`src/rtl/decode38_pkg.sv`:
```
// decode38_pkg: seven-segment constants and code-to-segment helper shared by
// the 3-to-8 chaser and its 8-to-3 encoder counterpart.
// Patterns are active-low, bit order {g,f,e,d,c,b,a}.
package decode38_pkg;

  localparam logic [6:0] SEG_0     = 7'b1000000;
  localparam logic [6:0] SEG_1     = 7'b1111001;
  localparam logic [6:0] SEG_2     = 7'b0100100;
  localparam logic [6:0] SEG_3     = 7'b0110000;
  localparam logic [6:0] SEG_4     = 7'b0011001;
  localparam logic [6:0] SEG_5     = 7'b0010010;
  localparam logic [6:0] SEG_6     = 7'b0000010;
  localparam logic [6:0] SEG_7     = 7'b1111000;
  localparam logic [6:0] SEG_BLANK = 7'b1111111;

  function automatic logic [6:0] seg7(input logic [2:0] v);
    logic [6:0] s;
    case (v)
      3'd0:    s = SEG_0;
      3'd1:    s = SEG_1;
      3'd2:    s = SEG_2;
      3'd3:    s = SEG_3;
      3'd4:    s = SEG_4;
      3'd5:    s = SEG_5;
      3'd6:    s = SEG_6;
      default: s = SEG_7;
    endcase
    return s;
  endfunction

endpackage

```
`src/rtl/decode38_chaser_tick_gen.sv`:
```
// tick_gen: prescaler producing a one-cycle tick every DIV enabled cycles.
// clr restarts the count; dropping ena also clears it so the first tick after
// ena rises always comes a full DIV cycles later.
module tick_gen #(
  parameter int DIV = 50_000_000
) (
  input  logic clk,
  input  logic rst_n,
  input  logic clr,
  input  logic ena,
  output logic tick
);

  localparam int               PRE_W    = (DIV > 1) ? $clog2(DIV) : 1;
  localparam logic [PRE_W-1:0] PRE_LAST = PRE_W'(DIV - 1);

  logic [PRE_W-1:0] pre_q, pre_d;

  assign tick = ena & (pre_q == PRE_LAST);

  // next prescaler value: clear on load, disable or terminal count, else count
  always_comb begin
    pre_d = pre_q + PRE_W'(1);
    if (clr || !ena || tick) begin
      pre_d = '0;
    end
  end

  // prescaler register
  always_ff @(posedge clk or negedge rst_n) begin
    if (!rst_n) begin
      pre_q <= '0;
    end else begin
      pre_q <= pre_d;
    end
  end

endmodule

```
`src/rtl/decode38_chaser.sv`:
```
// decode38_chaser: registered 3-bit code, loadable or auto-stepped, shown as
// a one-hot 8-LED running light and an active-low 7-segment digit.
// Optional macro DECODE38_CHASER_BOUNCE_EN turns the modulo-8 up-count into a
// ping-pong sweep with a direction flop; the port list is the same either way.
module decode38_chaser
  import decode38_pkg::*;
#(
  parameter int DIV = 50_000_000
) (
  input  logic       clk,
  input  logic       rst_n,
  input  logic       en,
  input  logic [2:0] code,
  input  logic       load,
  input  logic       run,
  output logic [7:0] y,
  output logic [2:0] cur,
  output logic       wrap,
  output logic [6:0] HEX
);

  logic [2:0] cur_q, cur_d;
  logic       wrap_q, wrap_d;
  logic       tick;

  tick_gen #(.DIV(DIV)) u_tick_gen (
    .clk  (clk),
    .rst_n(rst_n),
    .clr  (load),
    .ena  (en & run),
    .tick (tick)
  );

`ifdef DECODE38_CHASER_BOUNCE_EN
  logic       dir_q, dir_d;
  logic       go_up;
  logic [2:0] nxt;

  // ping-pong step: ends force the direction so a load to 7 or 0 still turns
  always_comb begin
    cur_d  = cur_q;
    wrap_d = 1'b0;
    dir_d  = dir_q;
    if (cur_q == 3'd0) begin
      go_up = 1'b1;
    end else if (cur_q == 3'd7) begin
      go_up = 1'b0;
    end else begin
      go_up = ~dir_q;
    end
    nxt = go_up ? (cur_q + 3'd1) : (cur_q - 3'd1);
    if (load) begin
      cur_d = code;
      dir_d = 1'b0;
    end else if (tick) begin
      cur_d  = nxt;
      wrap_d = (nxt == 3'd7) || (nxt == 3'd0);
      dir_d  = (nxt == 3'd7) || (!go_up && (nxt != 3'd0));
    end
  end

  // direction register, 0 = counting up
  always_ff @(posedge clk or negedge rst_n) begin
    if (!rst_n) begin
      dir_q <= 1'b0;
    end else begin
      dir_q <= dir_d;
    end
  end
`else
  // modulo-8 up-step; load wins over a coincident tick and kills its wrap
  always_comb begin
    cur_d  = cur_q;
    wrap_d = 1'b0;
    if (load) begin
      cur_d = code;
    end else if (tick) begin
      cur_d  = cur_q + 3'd1;
      wrap_d = (cur_q == 3'd7);
    end
  end
`endif

  // code and wrap-pulse registers
  always_ff @(posedge clk or negedge rst_n) begin
    if (!rst_n) begin
      cur_q  <= 3'd0;
      wrap_q <= 1'b0;
    end else begin
      cur_q  <= cur_d;
      wrap_q <= wrap_d;
    end
  end

  assign cur  = cur_q;
  assign wrap = wrap_q;
  assign y    = en ? (8'b0000_0001 << cur_q) : 8'b0000_0000;
  assign HEX  = en ? seg7(cur_q) : SEG_BLANK;

endmodule

```
`config.mk`:
```
export PLATFORM = sky130hd
export DESIGN_NAME = decode38_chaser
export DESIGN_NICKNAME = d
export VERILOG_FILES = /design/src/rtl/decode38_pkg.sv /design/src/rtl/decode38_chaser_tick_gen.sv /design/src/rtl/decode38_chaser.sv
export SDC_FILE = /design/constraint.sdc
export NUM_CORES = 1
export LEC_CHECK = 0
export ABC_CLOCK_PERIOD_IN_PS = 2200
export BUFFER_PORTS_ARGS = -buffer_cell sky130_fd_sc_hd__buf_2
export CORE_MARGIN = 2
export CORE_UTILIZATION = 51
export CTS_CLUSTER_DIAMETER = 120
export DETAILED_ROUTE_END_ITERATION = 10
export PLACE_DENSITY = 0.73
export SYNTH_ARGS = -nofsm -noshare
export SYNTH_HDL_FRONTEND = slang
export SYNTH_SLANG_ARGS = --single-unit
```
`constraint.sdc`:
```
create_clock -name clk -period 2.2 [get_ports clk]
set_input_delay 0.33 -clock clk [delete_from_list [all_inputs] [get_ports clk]]
set_output_delay 0.33 -clock clk [all_outputs]
set_load 0.01 [all_outputs]
```
# After elaboration in Yosys (flattened, before gate mapping)

Cells that the tools add are included.
W data, S select, Z words.

Bitwise logic cells: 2
Reduce and logical (&&, ||, !) cells: 5
Add/sub/neg operators: 2
Equality and inequality tests: 8
Shifts and indexed selects: 1
Mux-type cells: 8

Operators by type and width:

| cell                    | number |
|---|---|
| $pmux W7 S7             | 1 |
| $add A26 B1 Y26 const B | 1 |
| $eq A26 B26 Y1 const B  | 1 |
| $mux W26                | 1 |
| $eq A3 B3 Y1 const B    | 4 |
| $mux W8                 | 1 |
| $shl A1 B3 Y8 const A   | 1 |
| $mux W7                 | 1 |
| $eq A3 B2 Y1 const B    | 2 |
| $mux W3                 | 2 |
| $add A3 B1 Y3 const B   | 1 |
| $eq A3 B1 Y1 const B    | 1 |
| $logic_not A3 Y1        | 1 |
| $and A1 B1 Y1           | 2 |
| $logic_or A1 B1 Y1      | 2 |
| $mux W1                 | 2 |
| $reduce_bool A2 Y1      | 1 |
| $logic_not A1 Y1        | 1 |

Flip-flop bits (word level): 30
Word-level logic and storage cells: 29
Output and inout bits: 19
Input port bits: 8

# Depth between registers and ports, before layout

Gate-level depths: netlist of run 1.

Depth after elaboration: 5
Gate-level depth with buffers: 7
Depth with buffers taken out: 6

# Cells and area by module

Synthesis of run 1 repeated with hierarchy kept, for this count alone.

Cell total of the unflattened synthesis: 195
Area, all modules: 1791.7 um^2

By module, submodules not included:

| module          | area an instance (um^2) | instances | seq. area each (um^2) | cells an instance |
|---|---|---|---|---|
| tick_gen        | 1350.0                  | 1         | 650.6                 | 143 |
| decode38_chaser | 441.7                   | 1         | 100.1                 | 52 |

# Worst setup path before layout of run 1

OpenSTA, ideal clock, no wires.

Path type: reg2reg
Start: reg u_tick_gen.pre_q[0]
End: reg u_tick_gen.pre_q[24]
Clock period less this slack: 1.878 ns
Setup slack: 0.322 ns
Path buffers: 1
Arrival: 1.801 ns
Stages on the path, launching flop included: 7
Cells stage by stage: dfrtp_1 ha_1 nand3_1 or4_1 buf_2 or4_1 a21oi_1

Word-level cells in the longest chain between the ends: 4
Elaborated cells between the ends (all ways): 5
Those cells by class: 1 x add/sub; 1 x eq/ne; 1 x mux; 1 x bitwise; 1 x reduce/logical

Ends and longest elaborated chain:

| what                                                                    | RTL line                       | source |
|---|---|---|
| start: declaration                                                      | decode38_chaser_tick_gen.sv:17 | `logic [PRE_W-1:0] pre_q, pre_d;` |
| start signal: assignment                                                | decode38_chaser_tick_gen.sv:34 | `pre_q <= pre_d;` |
| parallel branches: the longest is 3 deep, another holds $add A26 B1 Y26 | n/a                            |  |
| $mux W26 (*)                                                            | decode38_chaser_tick_gen.sv:24 | `if (clr \|\| !ena \|\| tick) begin` |
| net u_tick_gen.pre_d[24]                                                | decode38_chaser_tick_gen.sv:17 |  |

Mark *: on every way through the listed nets, which the timed path passes.
A chain may end at the register's enable or synchronous reset.

# Worst setup path in the final report of run 1

Start: reg cur_q[0] (netlist: cur[0])
End: out HEX[3]

Word-level cells in the longest chain between the ends: 3
Elaborated cells between the ends (all ways): 9
Those cells by class: 6 x eq/ne; 2 x mux; 1 x reduce/logical

Ends and longest elaborated chain:

| what                                       | RTL line              | source |
|---|---|---|
| start: declaration                         | decode38_chaser.sv:22 | `logic [2:0] cur_q, cur_d;` |
| start signal: assignment                   | decode38_chaser.sv:90 | `cur_q <= cur_d;` |
| $eq A3 B3 Y1, or another cell as far along | decode38_pkg.sv:18    | `case (v)` |
| $pmux W7 S7 (*)                            | decode38_pkg.sv:18    |  |
| $mux W7 (*)                                | decode38_chaser.sv:98 | `assign HEX = en ? seg7(cur_q) : SEG_BLANK;` |
| end: declaration                           | decode38_chaser.sv:19 | `output logic [6:0] HEX` |

Every way passes the cells marked *; elsewhere a longest branch is shown, timed or not.

==> impl_metrics.prom, run 1 <==
# TYPE chip_impl_metric gauge
chip_impl_info{name="status",value="completed"} 1
chip_impl_info{name="yosysTopAreaCell",value="dfrtp_1"} 1
chip_impl_metric{name="fin_hold_ws",unit="ns"} 0.06636
chip_impl_metric{name="yosys.cell_types.count",unit=""} 34
chip_impl_metric{name="grt_use_total",unit="%"} 22.36
chip_impl_metric{name="n_fill_cell",unit=""} 320
chip_impl_metric{name="routed_wirelength",unit="um"} 4109
chip_impl_metric{name="finalCriticalPeriod",unit="ns"} 2.067
chip_impl_info{name="clock_tree_from_tritoncts",value="done"} 1
chip_impl_metric{name="placedCellCount",unit=""} 285
chip_impl_metric{name="floorplan.initialDensity",unit="%"} 52.64
chip_impl_metric{name="ctsHtreeMaxLevel",unit=""} 2
chip_impl_metric{name="max_cap_violations",unit=""} 0
chip_impl_metric{name="portBuffers",unit=""} 26
chip_impl_metric{name="die_height",unit="um"} 65.01
chip_impl_info{name="end_kind",value="primary output"} 1
chip_impl_metric{name="worstPathBufferInverterCount",unit=""} 2
chip_impl_info{name="clock_tree.root_cell",value="clkbuf_8"} 1
chip_impl_metric{name="synth_warnings",unit=""} 0
chip_impl_metric{name="dr.first_iter.drc_count",unit=""} 70
chip_impl_metric{name="period_share",unit="%"} 93.94
chip_impl_info{name="worstReg2RegStart",value="u_tick_gen.pre_q[0]"} 1
chip_impl_metric{name="grt_first_pass_wirelength",unit="um"} 7293
chip_impl_metric{name="dpl_worst_slack",unit="ns"} 0.2012
chip_impl_metric{name="hpwl",unit="um"} 2914
chip_impl_metric{name="leakage_power_total",unit="nW"} 0.8950
chip_impl_metric{name="postSynthCellCount",unit=""} 216
chip_impl_metric{name="share_of_synthesized_area_occupied_by_flip_flops_and_latches",unit="%"} 39.55
chip_impl_metric{name="cts_inserted_buffers",unit=""} 5
chip_impl_metric{name="max_stage_delay",unit="ns"} 0.41
chip_impl_metric{name="fin_worst_skew",unit="ns"} 0.005021
chip_impl_metric{name="finish.net_count",unit=""} 259
chip_impl_info{name="crit_path_start_kind",value="register"} 1
chip_impl_metric{name="cts.reportedPaths.clkPinSlew",unit="ns"} 0.07
chip_impl_info{name="timing_worst_setup_path_type",value="register to primary output"} 1
chip_impl_metric{name="drt_pass1_iterations",unit=""} 4
chip_impl_metric{name="detail_route.wl_per_cell",unit="um"} 14.02
chip_impl_metric{name="drive_above_1_share",unit="%"} 19.18
chip_impl_metric{name="n_antenna_cell",unit=""} 0
chip_impl_metric{name="die-width",unit="um"} 65.01
chip_impl_metric{name="drc",unit=""} 0
chip_impl_metric{name="postCtsSetupBuffers",unit=""} 0
chip_impl_metric{name="area_of_the_mapped_netlist",unit="mm^2"} 0.001898
chip_impl_metric{name="post_cts_resize_count",unit=""} 0
chip_impl_metric{name="grt_max_degree",unit=""} 31
chip_impl_metric{name="synthesis.nets",unit=""} 231
chip_impl_metric{name="core_area",unit="mm^2"} 0.003606
chip_impl_metric{name="floorplan.io_pins",unit=""} 27
chip_impl_metric{name="tightestPinTransition",unit="ns"} 0.6554
chip_impl_info{name="timing.critical_path.max_delay_family",value="flip-flops"} 1
chip_impl_metric{name="finalHoldViolations",unit=""} 0
chip_impl_metric{name="timing.critical_path.required",unit="ns"} 1.87
chip_impl_metric{name="yosys.area.top_type_share",unit="%"} 39.55
chip_impl_metric{name="grt_antenna_before_repair",unit=""} 0
chip_impl_metric{name="powerDensity",unit="mW/mm^2"} 575.7
chip_impl_metric{name="clock_path_buffers",unit=""} 2
chip_impl_metric{name="synth-seq-cells",unit=""} 30
chip_impl_metric{name="cts_hold_buffers",unit=""} 0
chip_impl_metric{name="grt_overflow",unit=""} 0
chip_impl_metric{name="layout_setup_ws",unit="ns"} 0.1334
chip_impl_info{name="cp_cell_sequence",value="inv_1 > ha_1 > mux2i_1 > nand2_1 > or2_2 > buf_2"} 1
chip_impl_metric{name="clock_sinks",unit=""} 30
chip_impl_metric{name="worst_skew_pair.late_latency",unit="ns"} 0.29
chip_impl_metric{name="post_drt_via_cell_ratio",unit=""} 5.915
chip_impl_metric{name="fin_tns_setup",unit="ns"} 0
chip_impl_metric{name="grt_pass1_vias",unit=""} 1621
chip_impl_metric{name="vdd_drop_max",unit="mV"} 0.3943
chip_impl_info{name="worstReg2RegEnd",value="u_tick_gen.pre_q[24]"} 1
chip_impl_metric{name="worst_slew_margin_rel",unit="%"} 56.31
chip_impl_metric{name="maxClockFrequency",unit="MHz"} 483.9
chip_impl_metric{name="layout-area-overhead-vs-synth",unit="%"} 15.62
chip_impl_metric{name="num_vias",unit=""} 1733
chip_impl_metric{name="timing.final.max_slew_violations",unit=""} 0
chip_impl_metric{name="avgSynthCellArea",unit="um^2"} 8.787
chip_impl_metric{name="finalWeightedCongestion",unit=""} 0.9145
chip_impl_metric{name="drt.antenna.violating_nets",unit=""} 0
chip_impl_metric{name="setup-violations-final",unit=""} 0
chip_impl_metric{name="r2r_slack",unit="ns"} 0.16
chip_impl_info{name="rsz_0062_raised_after_global_routing",value="no"} 1
chip_impl_metric{name="layout.core_utilization",unit="%"} 60.86
chip_impl_info{name="synth.area.top_cells",value="dfrtp_1, nand4_1, ha_1, nor2_1, or4_1"} 1
chip_impl_metric{name="placementRows",unit=""} 22
chip_impl_metric{name="worst_r2r_path_depth",unit=""} 5
chip_impl_metric{name="arrival_time_of_the_worst_setup_path",unit="ns"} 1.74
chip_impl_metric{name="finish.cell_count_without_fillers",unit=""} 293
chip_impl_info{name="min_path_type",value="primary input to async pin"} 1
chip_impl_metric{name="fp.dieArea",unit="mm^2"} 0.004226
chip_impl_info{name="crit_slowest_cell",value="dfrtp_2"} 1
chip_impl_metric{name="critical_path.max_fanout",unit=""} 6
==> Yosys cell counts <==
cell,number
and3_2,1
nor2b_1,2
mux2i_1,1
and2_1,7
nor4b_1,1
and4b_1,1
clkbuf_1,5
or4_1,9
nand3_1,10
a21oi_1,11
nand3b_1,1
or2_2,1
or3_1,7
or4b_1,1
and3_1,7
nor4bb_1,4
o22ai_1,1
nand4_1,17
xnor2_1,5
dfrtp_1,30
o21bai_2,1
buf_2,3
inv_1,9
nand2_1,14
buf_6,2
a31oi_1,3
o21ai_0,13
xor2_1,7
o31ai_1,6
and4_1,3
ha_1,7
nor2_1,20
nor4_1,5
nand3_2,1
==> worst max-delay path by stage <==
stage                   startpoint                    to  slack, ns  depth (start not counted)
6_report                    cur[0]                HEX[3]       0.13                          6
5_1_grt        u_tick_gen.pre_q[0]  u_tick_gen.pre_q[24]       0.01                          5
4_1_cts                     cur[0]                HEX[6]       0.02                          6
3_5_place_dp   u_tick_gen.pre_q[0]  u_tick_gen.pre_q[22]       0.20                          5
3_3_place_gp   u_tick_gen.pre_q[0]  u_tick_gen.pre_q[22]       0.24                          5
2_1_floorplan  u_tick_gen.pre_q[0]  u_tick_gen.pre_q[24]       0.32                          6
==> metal layers <==
metal  wire [um]  track usage, %  up-vias  part of all wire (%)
met2        1970           36.60       36                    48
met3         168           6.076        5                   4.1
met1        1922           28.83      843                    47
li1            -               -      849                     -
met5           0               0        -                     0
met4          47           6.915        0                   1.1
==> layout make-up <==
class / count / area [um^2] / share of cell area [%]
Sequential cell: 30 / 753.2 / 34.32
Multi-Input combinational cell: 167 / 1066 / 48.57
Clock buffer: 5 / 68.82 / 3.136
Timing Repair Buffer: 31 / 167.7 / 7.640
Tap cell: 48 / 60.06 / 2.737
Clock inverter: 3 / 45.04 / 2.052
Inverter: 9 / 33.78 / 1.539
==> registers in the layout (all words and copies together), names as in the netlist <==
register / cells
cur: 3
wrap: 1
u_tick_gen.pre_q: 26
==> report_power, final <==
group          total [W]  switching, W  internal [W]
sequential      0.000565    0.00000739      0.000558
clock           0.000564      0.000228      0.000336
combinational   0.000134     0.0000800     0.0000537
==> cells by family after synthesis <==
| family | after synthesis | synth area share, % |
|---|---|---|
| fa+ha+maj | 7 | 4.614 |
| flops | 30 | 39.55 |
| mux | 1 | 0.5274 |
| compound gates | 35 | 10.61 |
| buf+inv | 19 | 4.746 |
| xor+xnor | 12 | 5.537 |
| simple gates | 112 | 34.41 |
==> cells in the final DEF (no fill, tap or decap), drive strengths merged, types with 6 or more instances in the layout <==
cell type  count
a21oi         11
and2           7
and3           8
buf           31
dfrtp         30
ha             7
inv            9
nand2         14
nand3         11
nand4         17
nor2          20
o21ai         13
o31ai          6
or3            7
or4            9
xor2           7
==> per-stage QoR <==
step,power [W],instance area (um^2)
final,0.001263,2195
after global routing,0.001313,2195
after CTS,0.001264,2183
after detailed placement,0.0007075,2069
after global placement,0.0007053,2069
after floorplan,0.0006510,1898
No activity file was read; power rests on OpenSTA's default activity.
==> run 2, diff against run 1 <==
--- a/config.mk
+++ b/config.mk
@@ -12,6 +12,7 @@
 export CTS_CLUSTER_DIAMETER = 120
 export DETAILED_ROUTE_END_ITERATION = 10
 export PLACE_DENSITY = 0.73
+export RECOVER_POWER = 100
 export SYNTH_ARGS = -nofsm -noshare
 export SYNTH_HDL_FRONTEND = slang
 export SYNTH_SLANG_ARGS = --single-unit
==> run 2 against run 1 <==
  * The run now ends with max-capacitance violations, max-slew violations left
  * Highest routed layer unchanged
  * Clock skew about the same
  * Register-to-register slack about the same
  * Worst setup slack improved by 0.014 ns
  * Utilization is 0.59 points lower
  * Non-clock buffer count unchanged
  * Clock power barely moved
  * Final cell count did not move
  * Hold slack better by 0.14 ns
  * Sequential share of layout area is 0.34 points higher
  * Design area decreased by 0.97%
==> impl_metrics.prom, run 2 (synthesis results as in run 1) <==
# TYPE chip_impl_metric gauge
chip_impl_metric{name="finish.net_count",unit=""} 259
chip_impl_info{name="end_kind",value="primary output"} 1
chip_impl_metric{name="die_height",unit="um"} 65.01
chip_impl_metric{name="fin_worst_skew",unit="ns"} 0.004676
chip_impl_info{name="largest_register_by_flop_count",value="u_tick_gen.pre_q"} 1
chip_impl_metric{name="grt_use_total",unit="%"} 22.36
chip_impl_metric{name="dr.first_iter.drc_count",unit=""} 74
chip_impl_metric{name="drt_pass1_iterations",unit=""} 4
chip_impl_metric{name="finalWeightedCongestion",unit=""} 0.9145
chip_impl_metric{name="maxClockFrequency",unit="MHz"} 487.2
chip_impl_metric{name="grtUsageMet1",unit="%"} 28.83
chip_impl_info{name="grt.busiest_layer",value="met2"} 1
chip_impl_metric{name="layout-area-overhead-vs-synth",unit="%"} 14.50
chip_impl_info{name="rsz_0062_raised_after_global_routing",value="no"} 1
chip_impl_metric{name="drive_above_1_share",unit="%"} 13.88
chip_impl_metric{name="clock_sinks",unit=""} 30
chip_impl_info{name="mostFrequentLayoutCell",value="dfrtp_1"} 1
chip_impl_info{name="clock_tree_from_tritoncts",value="done"} 1
chip_impl_metric{name="powerDensity",unit="mW/mm^2"} 578.7
chip_impl_info{name="crit_slowest_cell",value="dfrtp_2"} 1
chip_impl_metric{name="largest_register_ff_count",unit=""} 26
chip_impl_info{name="clock_tree.root_cell",value="clkbuf_8"} 1
chip_impl_metric{name="timing.final.max_slew_violations",unit=""} 31
chip_impl_metric{name="net-switching-power",unit="W"} 0.0003137
chip_impl_metric{name="ctsHtreeMaxLevel",unit=""} 2
chip_impl_metric{name="fin_tns_setup",unit="ns"} 0
chip_impl_metric{name="max_cap_violations",unit=""} 1
chip_impl_metric{name="die-width",unit="um"} 65.01
chip_impl_metric{name="worst_slew_margin_rel",unit="%"} -4.551
chip_impl_metric{name="seq_power_share",unit="%"} 44.9
chip_impl_metric{name="detail_route.wl_per_cell",unit="um"} 14.00
chip_impl_metric{name="period_share",unit="%"} 93.29
chip_impl_metric{name="arrival_time_of_the_worst_setup_path",unit="ns"} 1.72
chip_impl_info{name="crit_path_start_kind",value="register"} 1
chip_impl_metric{name="drc",unit=""} 0
chip_impl_info{name="violations",value="max-capacitance violations, max-slew violations"} 1
chip_impl_info{name="min_path_type",value="primary input to register"} 1
chip_impl_metric{name="max_stage_delay",unit="ns"} 0.41
chip_impl_metric{name="worst_skew_pair.late_latency",unit="ns"} 0.29
chip_impl_metric{name="tightestPinTransition",unit="ns"} 1.568
chip_impl_metric{name="drt.antenna.violating_nets",unit=""} 0
chip_impl_metric{name="n_antenna_cell",unit=""} 0
chip_impl_metric{name="hpwl",unit="um"} 2914
chip_impl_metric{name="routed_wirelength",unit="um"} 4103
chip_impl_metric{name="finalHoldViolations",unit=""} 0
chip_impl_metric{name="grt_max_degree",unit=""} 31
chip_impl_metric{name="grt_first_pass_wirelength",unit="um"} 7293
chip_impl_metric{name="grt_overflow",unit=""} 0
chip_impl_metric{name="leakage_power_total",unit="nW"} 0.8485
chip_impl_metric{name="grt_antenna_before_repair",unit=""} 0
chip_impl_metric{name="portBuffers",unit=""} 26
chip_impl_metric{name="floorplan.initialDensity",unit="%"} 52.64
chip_impl_metric{name="cts.reportedPaths.clkPinSlew",unit="ns"} 0.07
chip_impl_metric{name="timing.critical_path.required",unit="ns"} 1.87
chip_impl_metric{name="worstPathBufferInverterCount",unit=""} 2
chip_impl_metric{name="setup-violations-final",unit=""} 0
chip_impl_metric{name="power.share.clock",unit="%"} 44.7
chip_impl_metric{name="power.switching_fraction",unit="%"} 24.94
chip_impl_metric{name="p_int",unit="W"} 0.0009441
chip_impl_metric{name="num_vias",unit=""} 1726
chip_impl_metric{name="core_area",unit="mm^2"} 0.003606
chip_impl_info{name="status",value="complete, but fails checks"} 1
chip_impl_metric{name="cts_inserted_buffers",unit=""} 5
chip_impl_metric{name="vdd_drop_max",unit="mV"} 0.3944
chip_impl_info{name="cp_cell_sequence",value="inv_1 > ha_1 > mux2i_1 > nand2_1 > or2_2 > clkbuf_2"} 1
chip_impl_metric{name="grt.met2_usage",unit="%"} 36.60
chip_impl_info{name="most-common-layout-cells",value="dfrtp_1, nor2_1, nand4_1"} 1
chip_impl_metric{name="post_drt_via_cell_ratio",unit=""} 5.891
chip_impl_metric{name="floorplan.io_pins",unit=""} 27
chip_impl_metric{name="fp.dieArea",unit="mm^2"} 0.004226
chip_impl_info{name="timing_worst_setup_path_type",value="register to primary output"} 1
chip_impl_metric{name="finalCriticalPeriod",unit="ns"} 2.052
chip_impl_metric{name="share_comb_of_total_power",unit="%"} 10.3
chip_impl_metric{name="dpl_cell_area",unit="mm^2"} 0.002069
chip_impl_info{name="timing.critical_path.max_delay_family",value="flip-flops"} 1
chip_impl_metric{name="met3_capacity_usage_during_global_routing",unit="%"} 6.076
chip_impl_metric{name="clock_path_buffers",unit=""} 2
chip_impl_metric{name="stdcell_area",unit="mm^2"} 0.002173
chip_impl_metric{name="placementRows",unit=""} 22
chip_impl_metric{name="grt_pass1_vias",unit=""} 1621
chip_impl_metric{name="critical_path.max_fanout",unit=""} 6
chip_impl_metric{name="total_power",unit="W"} 0.001258
## run 2: cell types whose count changed in the layout (fill, tap and decap cells not counted)
cell      previous run  this run
buf_2               26        13
buf_4                5         3
and2_0               0         1
clkbuf_1             0        13
clkbuf_2             0         2
and2_1               7         6
## run 2: area by class of cell
cell class                      count  area (um^2)
Fill cell                         334         1433
Multi-Input combinational cell    167         1066
Sequential cell                    30        753.2
Timing Repair Buffer               31        146.4
Clock buffer                        5        68.82
Tap cell                           48        60.06
Clock inverter                      3        45.04
Inverter                            9        33.78
## run 2: through the flow
| stage | instances | util [%] | setup WS (ns) | hold slack (ns) |
|---|---|---|---|---|
| floorplan | 216 | - | 0.3216 | 0.03441 |
| global route | 293 | 60.27 | 0.008951 | 0.2150 |
| global placement | 285 | 57.39 | 0.2411 | 0.3991 |
| CTS | 293 | 60.55 | 0.02065 | 0.09787 |
| finish | 293 | 60.27 | 0.1476 | 0.2068 |
| detailed placement | 285 | 57.39 | 0.2012 | 0.4035 |
## run 2: final timing paths
path / start / endpoint / slack [ns] / depth (start not counted)
setup / recovery: cur[0] / HEX[3] / 0.15 / 6
max in group asynchronous: rst_n / cur[1] / 0.75 / 1
setup reg to reg: u_tick_gen.pre_q[0] / u_tick_gen.pre_q[24] / 0.16 / 5
hold reg to reg: u_tick_gen.pre_q[0] / u_tick_gen.pre_q[0] / 0.50 / 1
hold / removal: load / wrap / 0.21 / 2
min in group asynchronous: rst_n / u_tick_gen.pre_q[22] / 0.42 / 1
## run 2: repair_timing
action,4_1_cts,5_1_grt
gates resized for setup,0,4
setup endpoints to repair,0,3
setup buffers,0,0
hold buffers,0,0
## run 2: worst reg2reg max path: cells and delay by family, from the launching register on
family | cells | cell delay (ns)
and+or+nand+nor | 3 | 1.19
DFF | 1 | 0.40
adders and majority gates | 1 | 0.23
AOI/OAI and AO/OA | 1 | 0.16
## run 2: routing by layer
| layer | part of all wire [%] | wire length, um |
|---|---|---|
| met1 | 46 | 1897 |
| met5 | 0 | 0 |
| met3 | 4.5 | 185 |
| met2 | 48 | 1972 |
| met4 | 1.1 | 47 |
## run 2: power by group through the flow
stage,Combinational (W),Clock (W),Sequential (W)
after floorplan,0.0000735,0,0.000577
after global placement,0.000131,0,0.000575
after detailed placement,0.000133,0,0.000575
after CTS,0.000133,0.000566,0.000565
after global routing,0.000150,0.000594,0.000566
final,0.000130,0.000563,0.000565
==> run 3, diff against run 2 <==
--- a/config.mk
+++ b/config.mk
@@ -5,12 +5,13 @@
 export SDC_FILE = /design/constraint.sdc
 export NUM_CORES = 1
 export LEC_CHECK = 0
-export ABC_CLOCK_PERIOD_IN_PS = 2200
+export ABC_CLOCK_PERIOD_IN_PS = 2100
 export BUFFER_PORTS_ARGS = -buffer_cell sky130_fd_sc_hd__buf_2
 export CORE_MARGIN = 2
 export CORE_UTILIZATION = 51
 export CTS_CLUSTER_DIAMETER = 120
 export DETAILED_ROUTE_END_ITERATION = 10
+export GPL_TIMING_DRIVEN = 0
 export PLACE_DENSITY = 0.73
 export RECOVER_POWER = 100
 export SYNTH_ARGS = -nofsm -noshare
==> constraint.sdc (replaced) <==
create_clock -name clk -period 2.1 [get_ports clk]
set_input_delay 0.315 -clock clk [delete_from_list [all_inputs] [get_ports clk]]
set_output_delay 0.315 -clock clk [all_outputs]
set_load 0.01 [all_outputs]
==> run 3 against run 2 <==
  * The flow still finishes with violations (max-capacitance violations, max-slew violations)
  * Total power shrank 5.1%
  * Via count fell by 0.75%
  * Die area is the same
==> impl_metrics.prom, run 3 (synthesis results as in run 1) <==
# TYPE chip_impl_metric gauge
chip_impl_metric{name="powerDensity",unit="mW/mm^2"} 528.1
chip_impl_metric{name="setup-violations-final",unit=""} 0
chip_impl_metric{name="r2r_slack",unit="ns"} 0.09
chip_impl_metric{name="finalWeightedCongestion",unit=""} 0.8969
chip_impl_metric{name="cts_hold_buffers",unit=""} 0
chip_impl_metric{name="multi_input_area",unit="mm^2"} 0.001102
chip_impl_metric{name="hpwl",unit="um"} 2986
chip_impl_metric{name="grt_max_degree",unit=""} 31
chip_impl_metric{name="grt_first_pass_wirelength",unit="um"} 7107
chip_impl_metric{name="die_height",unit="um"} 65.01
chip_impl_metric{name="n_antenna_cell",unit=""} 0
chip_impl_metric{name="n_fill_cell",unit=""} 302
chip_impl_metric{name="layout-area-overhead-vs-synth",unit="%"} 19.12
chip_impl_metric{name="detail_route.wl_per_cell",unit="um"} 14.16
chip_impl_metric{name="whs_path_depth",unit=""} 2
chip_impl_info{name="clock_tree_from_tritoncts",value="done"} 1
chip_impl_metric{name="arrival_time_of_the_worst_setup_path",unit="ns"} 2.21
chip_impl_metric{name="fp.dieArea",unit="mm^2"} 0.004226
chip_impl_metric{name="cts.reportedPaths.clkPinSlew",unit="ns"} 0.06
chip_impl_metric{name="grt_pass1_vias",unit=""} 1581
chip_impl_metric{name="stdcell_area",unit="mm^2"} 0.002261
chip_impl_metric{name="worst_r2r_path_depth",unit=""} 6
chip_impl_info{name="violations",value="max-capacitance violations, max-slew violations"} 1
chip_impl_metric{name="routed_wirelength",unit="um"} 4247
chip_impl_metric{name="num_vias",unit=""} 1713
chip_impl_metric{name="timing.final.max_slew_violations",unit=""} 31
chip_impl_metric{name="worst_skew_pair.late_latency",unit="ns"} 0.28
chip_impl_metric{name="grt_antenna_before_repair",unit=""} 0
chip_impl_info{name="largest_register_by_flop_count",value="u_tick_gen.pre_q"} 1
chip_impl_info{name="timing_worst_setup_path_type",value="register to register"} 1
chip_impl_metric{name="leakage_power_total",unit="nW"} 0.9161
chip_impl_metric{name="fin_hold_ws",unit="ns"} 0.2072
chip_impl_info{name="min_from",value="load"} 1
chip_impl_metric{name="layout.core_utilization",unit="%"} 62.70
chip_impl_metric{name="drive_above_1_share",unit="%"} 21.83
chip_impl_metric{name="tightestPinTransition",unit="ns"} 1.554
chip_impl_metric{name="period_share",unit="%"} 95.60
chip_impl_metric{name="largest_register_ff_count",unit=""} 26
chip_impl_metric{name="grt_overflow",unit=""} 0
chip_impl_metric{name="drt.antenna.violating_nets",unit=""} 0
chip_impl_info{name="end_kind",value="register"} 1
chip_impl_info{name="clock_tree.root_cell",value="clkbuf_8"} 1
chip_impl_metric{name="max_cap_violations",unit=""} 1
chip_impl_info{name="mostFrequentLayoutCell",value="dfrtp_1"} 1
chip_impl_metric{name="drc",unit=""} 0
chip_impl_metric{name="floorplan.io_pins",unit=""} 27
chip_impl_metric{name="finish.net_count",unit=""} 268
chip_impl_metric{name="placementRows",unit=""} 22
chip_impl_metric{name="fin_tns_setup",unit="ns"} 0
chip_impl_info{name="min_to",value="wrap"} 1
chip_impl_metric{name="grt_use_total",unit="%"} 21.57
chip_impl_metric{name="critical_path.max_fanout",unit=""} 10
chip_impl_metric{name="ctsHtreeMaxLevel",unit=""} 2
chip_impl_metric{name="die-width",unit="um"} 65.01
chip_impl_metric{name="cts_inserted_buffers",unit=""} 5
chip_impl_info{name="crit_path_start_kind",value="register"} 1
chip_impl_metric{name="clock_path_buffers",unit=""} 2
chip_impl_info{name="min_path_type",value="primary input to register"} 1
chip_impl_metric{name="seq_area",unit="um^2"} 754.5
chip_impl_info{name="most-common-layout-cells",value="dfrtp_1, buf_2, nor2_1"} 1
chip_impl_info{name="worstReg2RegStart",value="u_tick_gen.pre_q[1]"} 1
chip_impl_metric{name="drt_pass1_iterations",unit=""} 6
chip_impl_metric{name="placedCellCount",unit=""} 290
chip_impl_metric{name="finalHoldViolations",unit=""} 0
chip_impl_metric{name="worst_slew_margin_rel",unit="%"} -3.601
chip_impl_metric{name="fin_worst_skew",unit="ns"} 0.002296
chip_impl_metric{name="timing.critical_path.required",unit="ns"} 2.31
chip_impl_metric{name="finish.cell_count_without_fillers",unit=""} 300
chip_impl_metric{name="portBuffers",unit=""} 26
chip_impl_metric{name="post_drt_via_cell_ratio",unit=""} 5.710
chip_impl_metric{name="floorplan.initialDensity",unit="%"} 52.64
chip_impl_metric{name="maxClockFrequency",unit="MHz"} 498.1
chip_impl_metric{name="clock_sinks",unit=""} 30
chip_impl_metric{name="vdd_drop_max",unit="mV"} 0.3396
chip_impl_metric{name="dr.first_iter.drc_count",unit=""} 60
chip_impl_metric{name="core_area",unit="mm^2"} 0.003606
chip_impl_info{name="worstReg2RegEnd",value="u_tick_gen.pre_q[24]"} 1
chip_impl_metric{name="dpl_cell_area",unit="mm^2"} 0.002088
chip_impl_metric{name="finalCriticalPeriod",unit="ns"} 2.008
chip_impl_info{name="status",value="complete, but fails checks"} 1
-- run 3: report_power, final --
group          leakage, nW  switching [W]  internal [W]
Sequential           0.408      0.0000102      0.000586
Clock               0.0431       0.000199      0.000252
Combinational        0.465      0.0000850     0.0000618
Total                0.916       0.000295      0.000899
-- run 3: metrics by stage --
step / setup slack (ns) / total power [W]
2_1_floorplan: 0.2216 / 0.0006820
3_3_place_gp: -0.08590 / 0.0007391
3_5_place_dp: -0.1127 / 0.0007413
4_1_cts: 0.01067 / 0.001198
5_1_grt: -0.02305 / 0.001250
6_report: 0.09249 / 0.001194
-- run 3: area by class of cell --
cell class / count / area share (%)
plain buffers: 10 / 3.099
clock buffers: 6 / 3.652
inverters: 9 / 1.494
multi-input cells: 167 / 48.75
flip-flops and latches: 30 / 33.37
well taps: 48 / 2.656
repair buffers: 30 / 6.973
-- run 3: critical path: stages (launching register included) --
cell and delay, ns:
dfrtp_1 0.40, ha_4 0.16, nand3_1 0.10, or4_4 0.52
buf_4 0.17, or4_1 0.42, a21oi_2 0.16
-- run 3: routing by layer --
layer	global-route usage (%)	vias up	routed length [um]
met3	4.688	7	144
met2	34.66	34	1981
met1	28.22	800	2049
met5	0	-	0
met4	8.777	0	71
li1	-	872	-
-- run 3: how the worst max path moves through the flow --
stage	slack (ns)	startpoint	to
after floorplan	0.22	u_tick_gen.pre_q[0]	u_tick_gen.pre_q[24]
after global placement	-0.09	u_tick_gen.pre_q[18]	u_tick_gen.pre_q[9]
after detailed placement	-0.11	u_tick_gen.pre_q[0]	u_tick_gen.pre_q[7]
after CTS	0.01	cur[0]	HEX[6]
after global routing	-0.02	u_tick_gen.pre_q[0]	u_tick_gen.pre_q[9]
final	0.09	u_tick_gen.pre_q[1]	u_tick_gen.pre_q[24]
-- run 3: repair_timing --
| action | in CTS | in global routing |
|---|---|---|
| hold endpoints to repair | 0 | 0 |
| pin swaps | 0 | 3 |
| gates resized for setup | 7 | 11 |
| buffers inserted | 0 | 4 |
| cloned | 0 | 0 |
| endpoints found under the setup margin | 13 | 21 |
